$ cat src/rtl/fetch_ctrl_if.sv
`default_nettype none
// +-------------------------------------------------------------------+
// | fetch_ctrl_if : imem request/grant/response and IF/ID handshake   |
// | Rev 1.0                                                           |
// +-------------------------------------------------------------------+
interface fetch_ctrl_if #(
  parameter int XLEN = 32
);
  logic            imem_req;
  logic [XLEN-1:0] imem_addr;
  logic            imem_gnt;
  logic            imem_rvalid;
  logic [31:0]     imem_rdata;
  logic            out_valid;
  logic            out_ready;
  logic [XLEN-1:0] out_pc;
  logic [XLEN-1:0] out_pc_plus4;
  logic [31:0]     out_instr;

  modport master (
    output imem_req, imem_addr, out_valid, out_pc, out_pc_plus4, out_instr,
    input  imem_gnt, imem_rvalid, imem_rdata, out_ready
  );

  modport slave (
    input  imem_req, imem_addr, out_valid, out_pc, out_pc_plus4, out_instr,
    output imem_gnt, imem_rvalid, imem_rdata, out_ready
  );
endinterface
`default_nettype wire

$ cat src/rtl/fetch_ctrl.sv
`default_nettype none
// +-------------------------------------------------------------------+
// | fetch_ctrl : IF-stage fetch sequencer, one outstanding request,   |
// |              one-entry skid buffer, redirect flush/drain          |
// | Rev 1.0                                                           |
// +-------------------------------------------------------------------+
module fetch_ctrl #(
  parameter int              XLEN     = 32,
  parameter logic [XLEN-1:0] RESET_PC = '0
) (
  input  logic            clk,
  input  logic            reset,
  input  logic            redirect_i,
  input  logic [XLEN-1:0] redirect_pc,
  output logic            busy,
  fetch_ctrl_if.master    fb
);

  typedef enum logic [1:0] {
    S_FETCH = 2'd0,
    S_WAIT  = 2'd1,
    S_HOLD  = 2'd2,
    S_DRAIN = 2'd3
  } state_t;

  state_t          state;
  logic [XLEN-1:0] pc;
  logic [XLEN-1:0] req_pc;
  logic [XLEN-1:0] skid_pc;
  logic [31:0]     skid_instr;
  logic            out_valid;
  logic [XLEN-1:0] out_pc;
  logic [XLEN-1:0] out_pc_plus4;
  logic [31:0]     out_instr;

  logic [XLEN-1:0] redirect_tgt;
  logic [XLEN-1:0] req_pc_plus4;
  logic            slot_free;

  assign redirect_tgt = redirect_pc & ~XLEN'(3);
  assign req_pc_plus4 = req_pc + XLEN'(4);
  assign slot_free    = !out_valid || fb.out_ready;

  assign fb.imem_req     = (state == S_FETCH) && !reset;
  assign fb.imem_addr    = pc;
  assign fb.out_valid    = out_valid;
  assign fb.out_pc       = out_pc;
  assign fb.out_pc_plus4 = out_pc_plus4;
  assign fb.out_instr    = out_instr;
  assign busy            = (state == S_WAIT) || (state == S_DRAIN);

  always_ff @(posedge clk) begin
    if (reset) begin
      state        <= S_FETCH;
      pc           <= RESET_PC;
      req_pc       <= '0;
      skid_pc      <= '0;
      skid_instr   <= '0;
      out_valid    <= 1'b0;
      out_pc       <= '0;
      out_pc_plus4 <= '0;
      out_instr    <= '0;
    end else if (redirect_i) begin
      pc         <= redirect_tgt;
      out_valid  <= 1'b0;
      skid_pc    <= '0;
      skid_instr <= '0;
      // Drain only if a response is still owed after this edge
      case (state)
        S_FETCH: state <= fb.imem_gnt ? S_DRAIN : S_FETCH;
        S_WAIT:  state <= fb.imem_rvalid ? S_FETCH : S_DRAIN;
        S_DRAIN: state <= fb.imem_rvalid ? S_FETCH : S_DRAIN;
        default: state <= S_FETCH;
      endcase
    end else begin
      if (out_valid && fb.out_ready) begin
        out_valid <= 1'b0;
      end
      case (state)
        S_FETCH: begin
          if (fb.imem_gnt) begin
            req_pc <= pc;
            state  <= S_WAIT;
          end
        end
        S_WAIT: begin
          if (fb.imem_rvalid) begin
            pc <= req_pc_plus4;
            if (slot_free) begin
              out_valid    <= 1'b1;
              out_pc       <= req_pc;
              out_pc_plus4 <= req_pc_plus4;
              out_instr    <= fb.imem_rdata;
              state        <= S_FETCH;
            end else begin
              skid_pc    <= req_pc;
              skid_instr <= fb.imem_rdata;
              state      <= S_HOLD;
            end
          end
        end
        S_HOLD: begin
          if (fb.out_ready) begin
            out_valid    <= 1'b1;
            out_pc       <= skid_pc;
            out_pc_plus4 <= skid_pc + XLEN'(4);
            out_instr    <= skid_instr;
            state        <= S_FETCH;
          end
        end
        S_DRAIN: begin
          if (fb.imem_rvalid) begin
            state <= S_FETCH;
          end
        end
        default: state <= S_FETCH;
      endcase
    end
  end

endmodule
`default_nettype wire

$ cat src/flat_wrapper.sv
// flat-port wrapper written by rule: the top's interface ports become plain ports
module fetch_ctrl_flat 
#(
  parameter int              XLEN     = 32,
  parameter logic [XLEN-1:0] RESET_PC = '0
)
  (clk, reset, redirect_i, redirect_pc, busy, fb_imem_req, fb_imem_addr, fb_out_valid, fb_out_pc, fb_out_pc_plus4, fb_out_instr, fb_imem_gnt, fb_imem_rvalid, fb_imem_rdata, fb_out_ready);
  fetch_ctrl_if #(.XLEN(XLEN)) fb_i ();
  input  logic clk;
  input  logic reset;
  input  logic redirect_i;
  input  logic [XLEN-1:0] redirect_pc;
  output logic busy;
  output wire logic [$bits(fb_i.imem_req)-1:0] fb_imem_req;
  output wire logic [$bits(fb_i.imem_addr)-1:0] fb_imem_addr;
  output wire logic [$bits(fb_i.out_valid)-1:0] fb_out_valid;
  output wire logic [$bits(fb_i.out_pc)-1:0] fb_out_pc;
  output wire logic [$bits(fb_i.out_pc_plus4)-1:0] fb_out_pc_plus4;
  output wire logic [$bits(fb_i.out_instr)-1:0] fb_out_instr;
  input wire logic [$bits(fb_i.imem_gnt)-1:0] fb_imem_gnt;
  input wire logic [$bits(fb_i.imem_rvalid)-1:0] fb_imem_rvalid;
  input wire logic [$bits(fb_i.imem_rdata)-1:0] fb_imem_rdata;
  input wire logic [$bits(fb_i.out_ready)-1:0] fb_out_ready;
  assign fb_imem_req = fb_i.imem_req;
  assign fb_imem_addr = fb_i.imem_addr;
  assign fb_out_valid = fb_i.out_valid;
  assign fb_out_pc = fb_i.out_pc;
  assign fb_out_pc_plus4 = fb_i.out_pc_plus4;
  assign fb_out_instr = fb_i.out_instr;
  assign fb_i.imem_gnt = fb_imem_gnt;
  assign fb_i.imem_rvalid = fb_imem_rvalid;
  assign fb_i.imem_rdata = fb_imem_rdata;
  assign fb_i.out_ready = fb_out_ready;
  fetch_ctrl #(.XLEN(XLEN), .RESET_PC(RESET_PC)) u_core (.clk(clk), .reset(reset), .redirect_i(redirect_i), .redirect_pc(redirect_pc), .busy(busy), .fb(fb_i));
endmodule
$ cat config.mk
export PLATFORM = sky130hd
export DESIGN_NAME = fetch_ctrl_flat
export DESIGN_NICKNAME = d
export VERILOG_FILES = /design/src/rtl/fetch_ctrl_if.sv /design/src/rtl/fetch_ctrl.sv /design/src/flat_wrapper.sv
export SDC_FILE = /design/constraint.sdc
export NUM_CORES = 1
export LEC_CHECK = 0
export ABC_CLOCK_PERIOD_IN_PS = 6650
export BUFFER_PORTS_ARGS = -buffer_cell sky130_fd_sc_hd__buf_4
export CORE_MARGIN = 2
export CORE_UTILIZATION = 50
export DETAILED_ROUTE_END_ITERATION = 12
export PLACE_DENSITY = 0.73
export SETUP_SLACK_MARGIN = 0.02
export SYNTH_ARGS = -nofsm -noshare
export SYNTH_HDL_FRONTEND = slang
export SYNTH_SLANG_ARGS = --single-unit
$ cat constraint.sdc
create_clock -name clk -period 6.65 [get_ports clk]
set_input_delay 1.6625 -clock clk [delete_from_list [all_inputs] [get_ports clk]]
set_output_delay 1.6625 -clock clk [all_outputs]
set_load 0.05 [all_outputs]
==> impl_metrics.tcl <==
set metrics [dict create \
    cts.sink_count 225 \
    first_iter_violations 894 \
    post_synth_instance_area_sq_um 10400 \
    grt_setup_unrepaired "no" \
    cts.repair_timing.setup_buffer_count 0 \
    final_antenna_net_count 0 \
    timing.critical_path.arrival_ns 2.69 \
    buffer_ports.inserted 198 \
    grt_use_total_pct 26.5 \
    io_pins 201 \
    setup-tns-final_ns 0 \
    fp.dieH_microns 148 \
    cap_viol_max_count 0 \
    yosys.cell_types.count 52 \
    cts_max_path_buffers 3 \
    post_cts_resized 0 \
    tritoncts.num_buffers 24 \
    synth_top_flop_cell "dfxtp_1" \
    startpoint "reset" \
    initial_core_util_pct 51.0 \
    setup-violations-final 0 \
    class_of_the_worst_hold_path "flop to flop" \
    timing.slew.headroom_pct 29.1 \
    synth_most_common_cell "nand2_1" \
    grt_pass1_wl_mm 47.5 \
    synth-seq-area-share_pct 43.5 \
    placement_rows 52 \
    mapped_cells 1297 \
    timing_worst_slew_pin_value_ns 1.06 \
    maxSlewViolCount 0 \
    antenna_cells 0 \
    per_instance_average_area_after_synthesis_sq_um 7.99 \
    clkLatencyLatePin_ns 0.52 \
    p_per_area_nw_per_um2 299 \
    drt_first_pass_iters 6 \
    timing_worst_setup_path_type "primary input to primary output" \
    route.final.wire_length_mm 30.0 \
    worst-r2r-cell-count 9 \
    area_growth_pct 21.9 \
    maxClockFrequency_mhz 230 \
    synthesis.nets 1374 \
    timing.reg2reg.setup_slack_ns 2.99 \
    detailedPlace.worstSlack_ns 2.30 \
    clk_root_buffer_cell "clkbuf_16" \
    worst_slack_ns 2.30 \
    detailed_route_wire_length_per_cell_microns 17.7 \
    synth_area_leaders "dfxtp_1, nand2_1, mux2i_1" \
    ir_drop_mv 0.215 \
    number_of_global_route_vias_before_repair 8924 \
    post-synth-top-area-cell "dfxtp_1" \
    maximum_number_of_pins_on_one_net_before_global_route_repair 103 \
    synth_top_cell_area_share_pct 43.5 \
    hpwlAfterDp_mm 20.2 \
    setup.worst_path.start_class "primary input" \
    clock-skew-final_ns 0.0105 \
    route.vias.total 9870 \
    yosysWarningCount 0 \
    finalHoldViolations 0 \
    cts_htree_levels 1 \
    reg2reg_from "u_core.state[0]" \
    p_leak_nw 4.44 \
    synth.top_cells.by_count "nand2_1, dfxtp_1, a21oi_1" \
    setup.worst_path.end "fb_imem_req" \
    vias_per_cell 5.82 \
    critPathCaptureType "primary output" \
    global_route_overflow 0 \
    layout.nets 1488 \
    worst_path_fanout_max 73 \
    worst_r2r_endpoint "u_core.fb.out_pc_plus4[30]" \
    placeableCoreArea_sq_um 20300 \
    run_status "finished clean" \
    gp_routability_congestion 0.961 \
    asyncSetResetFlopFracSynth_pct 0 \
    layout-drive-gt1-share_pct 18.6 \
    grt_antenna_before_repair 0 \
    ys_seq_elements 225 \
    tritoncts "yes" \
    post-route-period-util_pct 65.5 \
    worst-endpoint-required_ns 4.99 \
    period_minus_ws_final_ns 4.35 \
    die_area_sq_um 21900 \
    number_of_enable_flip_flop_cells_after_synthesis 0 \
    worst_setup_hold_path_clk_slew_ns 0.06 \
    die_width_microns 148 \
    remaining_drc_errors 0 \
    cts.hold.buffers_added 0 \
]
==> area by class of cell <==
| cell class | count | area (sq um) |
|---|---|---|
| well taps | 270 | 338 |
| fillers | 1860 | 7670 |
| multi-input cells | 942 | 5380 |
| clock inverters | 7 | 71.3 |
| clock buffers | 35 | 732 |
| repair buffers | 209 | 1570 |
| flip-flops and latches | 225 | 4500 |
| inverters | 9 | 33.8 |
==> critical path: stages <==
cell	delay, ns
buf_4	0.09
buf_4	0.61
nor2b_1	0.11
buf_4	0.22
==> sequential cells by signal (all words and copies together), names as in the netlist <==
signal                  count
u_core.fb.imem_addr        32
u_core.fb.out_instr        32
u_core.fb.out_pc           30
u_core.fb.out_pc_plus4     32
u_core.fb.out_valid         1
u_core.req_pc              32
u_core.skid_instr          32
u_core.skid_pc             32
u_core.state                2
==> per-layer routing <==
layer	GRT usage [%]	wire (microns)	part of all wire, %	vias to the layer above
li1	-	-	-	4827
met1	39.1	13600	45	4574
met2	40.3	13200	44	416
met3	3.98	2560	8.5	53
met4	7.24	614	2.0	0
met5	0	0	0	-
==> through the flow <==
step	util, %	std cells	area, sq um	hold WS, ns	power [mW]
6_report	62.2	1697	12600	0.453	3.78
5_1_grt	62.2	1697	12600	0.467	3.92
4_1_cts	62.2	1697	12600	0.455	3.80
3_5_place_dp	58.3	1655	11800	0.447	2.47
3_3_place_gp	58.3	1655	11800	0.441	2.45
2_1_floorplan	-	1297	10400	0.436	2.18
==> cells by family after synthesis <==
logic type | Yosys count | synth area share (%)
flops | 225 | 43.5
fa+ha+maj | 7 | 0.846
mux | 72 | 6.96
compound gates | 301 | 18.6
xor+xnor | 24 | 2.03
buf+inv | 130 | 4.87
simple gates | 538 | 23.2
==> report_power, final <==
part	internal [mW]	switching [mW]
Combinational	0.297	0.637
Sequential	1.44	0.0685
Clock	0.799	0.537
==> layout by cell type (no fill, tap or decap), types with 9 or more instances in the layout <==
master | Yosys | routed
a21oi_1 | 125 | 125
and3_1 | 9 | 9
nor4_1 | 18 | 18
o21a_1 | 10 | 10
nor2_1 | 105 | 105
o21ai_0 | 25 | 25
nand2_1 | 260 | 258
nor3_1 | 49 | 49
clkbuf_16 | 0 | 24
o22ai_1 | 13 | 12
buf_4 | 2 | 209
clkbuf_8 | 0 | 9
o31a_1 | 11 | 11
a211oi_1 | 69 | 69
nand4_1 | 24 | 24
mux2i_1 | 72 | 72
xnor2_1 | 17 | 17
o32ai_1 | 11 | 11
nand3_1 | 36 | 36
and4_1 | 10 | 10
dfxtp_1 | 225 | 225
==> worst min-delay path by stage <==
stage	end	slack [ns]	cells past startpoint	from
floorplan	u_core.skid_instr[0]	0.44	2	u_core.skid_instr[0]
global placement	u_core.skid_instr[23]	0.44	2	u_core.skid_instr[23]
detailed placement	u_core.skid_pc[1]	0.45	2	u_core.skid_pc[1]
CTS	u_core.skid_pc[1]	0.45	2	u_core.skid_pc[1]
global route	u_core.skid_instr[25]	0.47	2	u_core.skid_instr[25]
finish	u_core.skid_instr[1]	0.45	2	u_core.skid_instr[1]
(Power assumes the default switching activity.)
